$ cat src/rtl/axistream_snooper_pkg.sv
// Shared snooper definitions: FSM state encoding and a constant-safe ceil(log2) helper.
// The helper is also used by the snooper-side width adapter.
package axistream_snooper_pkg;

   typedef enum logic [1:0] {
      IDLE  = 2'd0,
      WRITE = 2'd1,
      DROP  = 2'd2
   } sn_state_t;

   function automatic int clog2(input int value);
      int result;
      result = 0;
      for (int i = 0; i < 31; i++) begin
         if ((1 << i) < value) result = i + 1;
      end
      return result;
   endfunction

endpackage

$ cat src/rtl/axistream_snooper_if.sv
// AXI-Stream link bundle; the snooper attaches through the all-input monitor view.
interface axistream_snooper_if #(
   parameter int SN_WIDTH = 32
);
   logic [SN_WIDTH-1:0]   TDATA;
   logic [SN_WIDTH/8-1:0] TKEEP;
   logic                  TLAST;
   logic                  TVALID;
   logic                  TREADY;

   modport master  (output TDATA, TKEEP, TLAST, TVALID, input  TREADY);
   modport slave   (input  TDATA, TKEEP, TLAST, TVALID, output TREADY);
   modport monitor (input  TDATA, TKEEP, TLAST, TVALID, TREADY);
endinterface

$ cat src/rtl/axistream_snooper_keep_popcount.sv
// Combinational TKEEP byte count, reduced modulo bytes-per-word (a full word reads as 0).
// Zero latency; no flow control.
module keep_popcount #(
   parameter int SN_WIDTH  = 32,
   parameter int INC_WIDTH = 2
) (
   input  logic [SN_WIDTH/8-1:0] keep_i,
   output logic [INC_WIDTH-1:0]  count_o
);
   logic [INC_WIDTH:0] sum;

   always_comb begin
      sum = '0;
      for (int i = 0; i < SN_WIDTH/8; i++) begin
         sum = sum + (INC_WIDTH+1)'(keep_i[i]);
      end
   end

   assign count_o = sum[INC_WIDTH-1:0];
endmodule

$ cat src/rtl/axistream_snooper.sv
// Passive AXI-Stream tap copying packets into the packet buffer; writes appear one cycle after
// each accepted beat. Never back-pressures: whole packets drop when no buffer is free at SOP.
module axistream_snooper
   import axistream_snooper_pkg::*;
#(
   parameter int SN_WIDTH       = 32,
   parameter int ADDR_WIDTH     = 10,
   parameter int INC_WIDTH      = clog2(SN_WIDTH/8),
   parameter int DROP_CNT_WIDTH = 16
) (
   input  logic                      clk,
   input  logic                      rst,
   axistream_snooper_if.monitor      snoop,
   input  logic                      rdy_for_sn,
   output logic [ADDR_WIDTH-1:0]     sn_addr,
   output logic [SN_WIDTH-1:0]       sn_wr_data,
   output logic                      sn_wr_en,
   output logic [INC_WIDTH-1:0]      sn_byte_inc,
   output logic                      sn_done,
   output logic                      packet_dropped,
   output logic [DROP_CNT_WIDTH-1:0] drop_cnt
);
   sn_state_t                 state_q;
   logic [ADDR_WIDTH-1:0]     addr_q;
   logic [ADDR_WIDTH-1:0]     addr_d;
   logic [SN_WIDTH-1:0]       wr_data_q;
   logic                      wr_en_q;
   logic [INC_WIDTH-1:0]      byte_inc_q;
   logic                      done_q;
   logic                      dropped_q;
   logic [DROP_CNT_WIDTH-1:0] drop_cnt_q;
   logic [INC_WIDTH-1:0]      keep_cnt;
   logic                      beat;

   keep_popcount #(
      .SN_WIDTH  (SN_WIDTH),
      .INC_WIDTH (INC_WIDTH)
   ) u_keep_popcount (
      .keep_i  (snoop.TKEEP),
      .count_o (keep_cnt)
   );

   assign beat   = snoop.TVALID & snoop.TREADY;
   assign addr_d = addr_q + 1'b1;

   always_ff @(posedge clk or negedge rst) begin
      if (!rst) begin
         state_q    <= IDLE;
         addr_q     <= '0;
         wr_data_q  <= '0;
         wr_en_q    <= 1'b0;
         byte_inc_q <= '0;
         done_q     <= 1'b0;
         dropped_q  <= 1'b0;
         drop_cnt_q <= '0;
      end else begin
         wr_en_q   <= 1'b0;
         done_q    <= 1'b0;
         dropped_q <= 1'b0;
         case (state_q)
            IDLE: if (beat) begin
               // done_q high means a buffer was just handed off and rdy_for_sn is still stale
               if (rdy_for_sn && !done_q) begin
                  addr_q     <= '0;
                  wr_data_q  <= snoop.TDATA;
                  wr_en_q    <= 1'b1;
                  byte_inc_q <= keep_cnt;
                  done_q     <= snoop.TLAST;
                  state_q    <= snoop.TLAST ? IDLE : WRITE;
               end else begin
                  dropped_q  <= 1'b1;
                  if (drop_cnt_q != '1) drop_cnt_q <= drop_cnt_q + 1'b1;
                  state_q    <= snoop.TLAST ? IDLE : DROP;
               end
            end
            WRITE: if (beat) begin
               addr_q     <= addr_d;
               wr_data_q  <= snoop.TDATA;
               wr_en_q    <= 1'b1;
               byte_inc_q <= keep_cnt;
               if (snoop.TLAST) begin
                  done_q  <= 1'b1;
                  state_q <= IDLE;
               end else if (addr_d == '1) begin
                  // Buffer full: close it out as a full word and discard the remainder
                  done_q     <= 1'b1;
                  byte_inc_q <= '0;
                  state_q    <= DROP;
               end
            end
            DROP: if (beat && snoop.TLAST) state_q <= IDLE;
            default: state_q <= IDLE;
         endcase
      end
   end

   assign sn_addr        = addr_q;
   assign sn_wr_data     = wr_data_q;
   assign sn_wr_en       = wr_en_q;
   assign sn_byte_inc    = byte_inc_q;
   assign sn_done        = done_q;
   assign packet_dropped = dropped_q;
   assign drop_cnt       = drop_cnt_q;
endmodule

$ cat src/flat_wrapper.sv
// flat-port wrapper written by rule: the top's interface ports become plain ports
module axistream_snooper_flat import axistream_snooper_pkg::*;
#(
   parameter int SN_WIDTH       = 32,
   parameter int ADDR_WIDTH     = 10,
   parameter int INC_WIDTH      = clog2(SN_WIDTH/8),
   parameter int DROP_CNT_WIDTH = 16
)
  (clk, rst, rdy_for_sn, sn_addr, sn_wr_data, sn_wr_en, sn_byte_inc, sn_done, packet_dropped, drop_cnt, snoop_TDATA, snoop_TKEEP, snoop_TLAST, snoop_TVALID, snoop_TREADY);
  axistream_snooper_if #(.SN_WIDTH(SN_WIDTH)) snoop_i ();
  input  logic clk;
  input  logic rst;
  input  logic rdy_for_sn;
  output logic [ADDR_WIDTH-1:0] sn_addr;
  output logic [SN_WIDTH-1:0] sn_wr_data;
  output logic sn_wr_en;
  output logic [INC_WIDTH-1:0] sn_byte_inc;
  output logic sn_done;
  output logic packet_dropped;
  output logic [DROP_CNT_WIDTH-1:0] drop_cnt;
  input wire logic [$bits(snoop_i.TDATA)-1:0] snoop_TDATA;
  input wire logic [$bits(snoop_i.TKEEP)-1:0] snoop_TKEEP;
  input wire logic [$bits(snoop_i.TLAST)-1:0] snoop_TLAST;
  input wire logic [$bits(snoop_i.TVALID)-1:0] snoop_TVALID;
  input wire logic [$bits(snoop_i.TREADY)-1:0] snoop_TREADY;
  assign snoop_i.TDATA = snoop_TDATA;
  assign snoop_i.TKEEP = snoop_TKEEP;
  assign snoop_i.TLAST = snoop_TLAST;
  assign snoop_i.TVALID = snoop_TVALID;
  assign snoop_i.TREADY = snoop_TREADY;
  axistream_snooper #(.SN_WIDTH(SN_WIDTH), .ADDR_WIDTH(ADDR_WIDTH), .INC_WIDTH(INC_WIDTH), .DROP_CNT_WIDTH(DROP_CNT_WIDTH)) u_core (.clk(clk), .rst(rst), .snoop(snoop_i), .rdy_for_sn(rdy_for_sn), .sn_addr(sn_addr), .sn_wr_data(sn_wr_data), .sn_wr_en(sn_wr_en), .sn_byte_inc(sn_byte_inc), .sn_done(sn_done), .packet_dropped(packet_dropped), .drop_cnt(drop_cnt));
endmodule
$ cat config.mk
export PLATFORM = sky130hd
export DESIGN_NAME = axistream_snooper_flat
export DESIGN_NICKNAME = d
export VERILOG_FILES = /design/src/rtl/axistream_snooper_pkg.sv /design/src/rtl/axistream_snooper_if.sv /design/src/rtl/axistream_snooper_keep_popcount.sv /design/src/rtl/axistream_snooper.sv /design/src/flat_wrapper.sv
export SDC_FILE = /design/constraint.sdc
export NUM_CORES = 1
export LEC_CHECK = 0
export CAP_MARGIN = 20
export CORE_AREA = 2 2 89 91
export CTS_CLUSTER_DIAMETER = 100
export CTS_CLUSTER_SIZE = 30
export DETAILED_ROUTE_END_ITERATION = 16
export DIE_AREA = 0 0 91 93
export PLACE_DENSITY = 0.78
export SLEW_MARGIN = 10
export SYNTH_ARGS = -nofsm -noshare
export SYNTH_HDL_FRONTEND = slang
export SYNTH_SLANG_ARGS = --single-unit
$ cat constraint.sdc
create_clock -name clk -period 3.6 [get_ports clk]
set_clock_uncertainty 0.1 [all_clocks]
set_input_delay 0.36 -clock clk [delete_from_list [all_inputs] [get_ports clk]]
set_output_delay 0.36 -clock clk [all_outputs]
set_load 0.02 [all_outputs]
==> results.toml, run 1 <==
[setup_path]
cp.arrival_ns = 2.30
setup.worst_path.end_class = "flip-flop"
worst_setup_path_start_kind = "input pin"
critPathRequiredTime_ns = 3.72
crit_type = "in -> reg"
cp_max_fo = 38

[final_layout]
fillers = 678
multi_input_area_um2 = 1200
seq_area_um2 = 1630
final_util_pct = 57.9
fin_nets = 461
drive_above_1_share_pct = 8.11
diodes = 0
syn2layout_area_growth_pct = 50.5

[synth]
yosys.area_share.simple_pct = 26.5
synth-edff-count = 0
ys.flop_type = "dfrtp_1"
synth_fa_ha_area_share_pct = 2.42
syn_nets = 351
yosysWarnings = 0
synth_top_family_by_area = "simple AND/OR/NAND/NOR gates"
synth_cells = 304
synth_compound_gate_area_share_pct = 6.40
synth_area_leader_cell = "dfrtp_1"
yosysTopAreaCellShare_pct = 56.2
ys_seq_elements = 65
yosysSeqAreaShare_pct = 56.2
syn_area_um2 = 2890
yosysMostFrequentCell = "nand2_1"
syn_area_per_cell_um2 = 9.52
synth_area_leaders = "dfrtp_1, nand2_1, xor2_1"
synth_cell_type_count = 37
synth.area.mux_share_pct = 0.778
synth_xor_area_share_pct = 5.14
synth_common_cells = "nand2_1, dfrtp_1, o21ai_0"
async_reset_ff_share_pct = 100

[sta]
worst_pin_slew_ns = 0.433
fmax_mhz = 458
fin_ws_ns = 1.42
fin_crit_sh_pct = 60.6
period_needed_ns = 2.18
slew_headroom_pct = 71.1
slew_violations = 0
hold_violations = 0
setup_viol = 0
rsz0062_at_grt = "no"
fin_tns_setup_ns = 0

[placement]
dpl.hpwl_mm = 5.05
place.gp.congestion = 0.847
port-buffer-count = 104
pre_cts_ws_ns = 0.472

[drt]
postRouteAntennaNets = 0
dr.first_iter.drc_count = 86
routed_wl_mm = 7.10
via_count = 2499
drt-pass1-iter-count = 4
drc = 0
wl_per_cell_um = 13.6
vias_per_cell = 4.80

[cts]
clk_path_buf_depth = 2
cts_root_buffer = "clkbuf_8"
clk_latency_ns = 0.33
cts_sinks = 65
clk_pin_slew_worst_paths_ns = 0.07
numCtsBuffers = 9
postCtsSetupBuffers = 0
cts_tree = "done"
htreeDepth = 3

[power]
seq_power_share_pct = 37.1
pwr-share-clk_pct = 25.7
switching_share_pct = 33.8
vdd_drop_max_mv = 0.436
pwr-share-comb_pct = 37.2
p_int_mw = 2.03
p_sw_mw = 1.04
p_per_area_nw_per_um2 = 706
p_leak_nw = 2.03

[global_routing]
grt_pass1_vias = 2493
grt-ovfl-total = 0
track_usage_pct = 17.1
antenna_found_initial = 0
grt_pass1_wl_mm = 11.7
grt_start_max_net_pins = 48

[run_status]
outcome = "completed"

[job]
max_cap_viol_count = 0

[floorplanning]
dieArea_um2 = 8460
ios = 105
dieWidth_um = 91
start_util_pct = 38.4
coreArea_um2 = 7530
num_rows = 32
chipHeight_um = 93

[worst_hold_path]
hold_class = "in -> async"
[timing repair]
| item | 4_1_cts | 5_1_grt |
|---|---|---|
| hold buffers | 0 | 1 |
| setup endpoints to repair | 0 | 0 |
| hold endpoints to repair | 0 | 9 |
| gates resized for setup | 0 | 0 |
[placed cells by master, fill, tap and decap left out, types with 2 or more instances in the layout]
cell,n
nand2_1,114
clkdlybuf4s50_1,103
dfrtp_1,65
o21ai_0,15
nor2_1,12
clkbuf_8,12
nand3_1,11
xor2_1,9
xnor2_1,8
inv_1,7
and3_1,5
nand4_1,5
nor3_1,4
o31ai_1,4
ha_1,4
and2_1,3
nor3_2,3
bufinv_16,3
a21oi_1,2
mux2_2,2
and4_1,2
a22o_1,2
a41oi_1,2
a31oi_1,2
buf_12,2
buf_4,2
[power groups by stage]
| stage | clock, mW | sequential (mW) | combinational, mW |
|---|---|---|---|
| floorplan | 0 | 1.40 | 0.276 |
| global placement | 0 | 1.15 | 1.11 |
| detailed placement | 0 | 1.15 | 1.14 |
| CTS | 0.808 | 1.14 | 1.15 |
| global route | 0.841 | 1.17 | 1.24 |
| finish | 0.790 | 1.14 | 1.14 |
[stage by stage]
stage          hold slack, ns  cells  cell area (um2)  power (mW)
2_1_floorplan         -0.0356    304             2890        1.67
3_3_place_gp            0.358    502             4040        2.26
3_5_place_dp            0.362    502             4040        2.29
4_1_cts                 0.138    518             4310        3.09
5_1_grt                 0.379    521             4360        3.25
6_report                0.363    521             4360        3.07
[registers in the layout (all words and copies together) (netlist names)]
register and cells:
u_core.sn_wr_data 32, u_core.packet_dropped 1, u_core.sn_done 1, u_core.drop_cnt 16, u_core.sn_wr_en 1, u_core.sn_byte_inc 2
u_core.sn_addr 10, u_core.state_q 2
[critical path: stages]
cell and delay, ns:
clkdlybuf4s50_1 0.51, and3b_1 0.30, o21ai_4 0.16, buf_12 0.24
clkinv_1 0.25, buf_4 0.29, nand2_1 0.10, nand2_1 0.05
[cells by family (layout without fill, tap and decap cells)]
kind of cell               Yosys count  in the layout
AOI/OAI and AO/OA                   30             30
xor gates and xnor gates            17             17
adders and majority gates            5              5
buffers and inverters               19            134
DFF                                 65             65
muxes                                2              2
and+or+nand+nor                    166            166
[routing by layer]
layer,part of all wire (%),wire (um),vias to the layer above,GRT usage (%)
li1,-,-,1220,-
met1,43,3080,1188,20.7
met2,49,3510,81,29.0
met3,5.6,398,10,4.67
met4,1.6,117,0,7.07
met5,0,0,-,0
[cell type report]
type	instances	share of cell area (%)
Sequential cell	65	37.3
Inverter	9	0.775
Clock inverter	4	2.24
Timing Repair Buffer	109	25.3
Clock buffer	12	3.79
Multi-Input combinational cell	220	27.7
Tap cell	102	2.93
[path summary, 6_finish.rpt]
check,cells past startpoint,slack [ns],endpoint,startpoint
min,2,0.36,u_core.sn_done,rst
min in group clk,2,0.37,u_core.sn_wr_data[2],u_core.sn_wr_data[2]
max in group asynchronous,3,2.47,u_core.sn_wr_data[19],rst
max reg2reg,6,1.54,u_core.sn_wr_data[15],u_core.state_q[0]
min reg2reg,2,0.37,u_core.sn_wr_data[2],u_core.sn_wr_data[2]
max,8,1.42,u_core.sn_wr_data[15],snoop_TVALID
Note: power is estimated with default switching activity, not from simulation.
==> run 2, diff against run 1 <==
Settings changed: PLACE_DENSITY 0.78 to 0.81.
Clock period 3.6 ns to 1.9 ns, I/O delays scaled along.
==> run 2 against run 1 <==
Core utilization rose by 1.1 points. Die area did not move. Register-to-register slack got worse by 1.4 ns. Critical path depth fell by 3. Flip-flop and latch count did not move. Hold slack got worse by 0.084 ns. Critical endpoint is now u_core.sn_byte_inc[0]. Non-clock buffer count rose by 18. Combinational power rose by 100%. Sequential power rose by 84%. Largest cell class unchanged. Final cell count rose by 3.1%. Clock-buffer cell count did not move.
==> results.toml, run 2 (synthesis results as in run 1) <==
[run_status]
outcome = "completed"

[sta]
hold_violations = 0
whs_ns = 0.278
period_needed_ns = 1.76
fmax_mhz = 568
slew_headroom_pct = 72.4
setup_viol = 0
slew_violations = 0
worst_pin_slew_ns = 0.413
rsz0062_at_grt = "no"
fin_crit_sh_pct = 92.6
fin_ws_ns = 0.140

[global_routing]
grt-ovfl-total = 0
grt_pass1_wl_mm = 12.1
grt_pass1_vias = 2668
track_usage_pct = 17.7
grt_start_max_net_pins = 66
antenna_found_initial = 0

[placement]
pre_cts_ws_ns = -0.188
port-buffer-count = 104
dpl.hpwl_mm = 5.08
place.gp.congestion = 0.840

[cts]
cts_sinks = 65
postCtsSetupBuffers = 0
cts_root_buffer = "clkbuf_8"
htreeDepth = 3
numCtsBuffers = 9
clk_latency_ns = 0.34
clk_pin_slew_worst_paths_ns = 0.07
clk_path_buf_depth = 2
cts_tree = "done"

[drt]
maxUsedRoutingLayer = "met4"
routed_wl_mm = 6.95
wl_per_cell_um = 12.9
drc = 0
dr.first_iter.drc_count = 62
route.met2.wl_mm = 3.48
route.met3.wl_um = 388
vias_per_cell = 4.85
drt-pass1-iter-count = 4
postRouteAntennaNets = 0
m1WireLength_mm = 2.96
via_count = 2605

[final_layout]
syn2layout_area_growth_pct = 53.4
drive_above_1_share_pct = 11.5
mostFrequentLayoutCells = "nand2_1, clkdlybuf4s50_1, dfrtp_1"
fin_nets = 479
diodes = 0
final_common_cell = "nand2_1"
largest_reg_flops = 32

[setup_path]
crit_type = "reg -> reg"
setup.worst_path.end_class = "flip-flop"
critPathRequiredTime_ns = 2.03
cp_max_fo = 7
worst_setup_path_start_kind = "flip-flop"
cp.arrival_ns = 1.89

[floorplanning]
coreArea_um2 = 7530
dieArea_um2 = 8460
ios = 105
chipHeight_um = 93
start_util_pct = 38.4
dieWidth_um = 91
num_rows = 32

[worst_hold_path]
hold_class = "in -> reg"

[power]
p_leak_nw = 2.11
p_per_area_nw_per_um2 = 1260
vdd_drop_max_mv = 0.897

[job]
max_cap_viol_count = 0
[run 2: cell count changes in the layout (fill, tap and decap cells not counted), sizes merged]
cell and delta:
buf +18, bufinv -2
[run 2: report_power, final]
part	total (mW)	switching, mW	leakage (nW)	internal [mW]
clock	1.20	0.504	0.101	0.699
combinational	2.30	1.18	1.17	1.12
sequential	2.10	0.275	0.846	1.83
[run 2: final cells by class]
class | count | area, um2
fillers | 669 | 3090
flip-flops and latches | 65 | 1630
multi-input cells | 220 | 1210
well taps | 102 | 128
clock inverters | 2 | 37.5
inverters | 9 | 33.8
repair buffers | 127 | 1240
clock buffers | 12 | 165
[run 2: critical path: stages, from the launching register on]
cell     delay [ns]
dfrtp_1        0.46
ha_1           0.29
xnor2_1        0.17
nor4_4         0.25
nand3_1        0.17
a22o_1         0.22
[run 2: final timing paths]
check	startpoint	endpoint	slack [ns]	cells after the start
min in group asynchronous	rst	u_core.sn_addr[7]	0.31	3
hold / removal	snoop_TDATA[23]	u_core.sn_wr_data[23]	0.28	3
setup reg to reg	u_core.sn_addr[0]	u_core.sn_byte_inc[0]	0.14	5
max in group asynchronous	rst	u_core.sn_wr_data[2]	1.12	3
hold reg to reg	u_core.sn_wr_data[4]	u_core.sn_wr_data[4]	0.37	2
setup / recovery	u_core.sn_addr[0]	u_core.sn_byte_inc[0]	0.14	5
[run 2: metal layers]
| metal | vias up | GRT usage (%) |
|---|---|---|
| met5 | - | 0 |
| met4 | 0 | 7.07 |
| met1 | 1260 | 21.7 |
| met2 | 74 | 29.3 |
| met3 | 12 | 5.48 |
| li1 | 1259 | - |
[run 2: through the flow]
stage | TNS, ns | cells | utilization (%) | area (um2) | power (mW)
global route | 0 | 537 | 59.0 | 4440 | 5.96
CTS | 0 | 537 | 58.9 | 4430 | 5.69
global placement | -1.70 | 522 | 56.1 | 4220 | 4.38
detailed placement | -3.25 | 522 | 56.1 | 4220 | 4.45
finish | 0 | 537 | 59.0 | 4440 | 5.61
floorplan | 0 | 304 | - | 2890 | 3.17
[run 2: repair_timing]
item | in CTS | in global routing
hold buffers | 1 | 0
gates resized for setup | 0 | 1
setup endpoints to repair | 0 | 5
hold endpoints to repair | 65 | 0
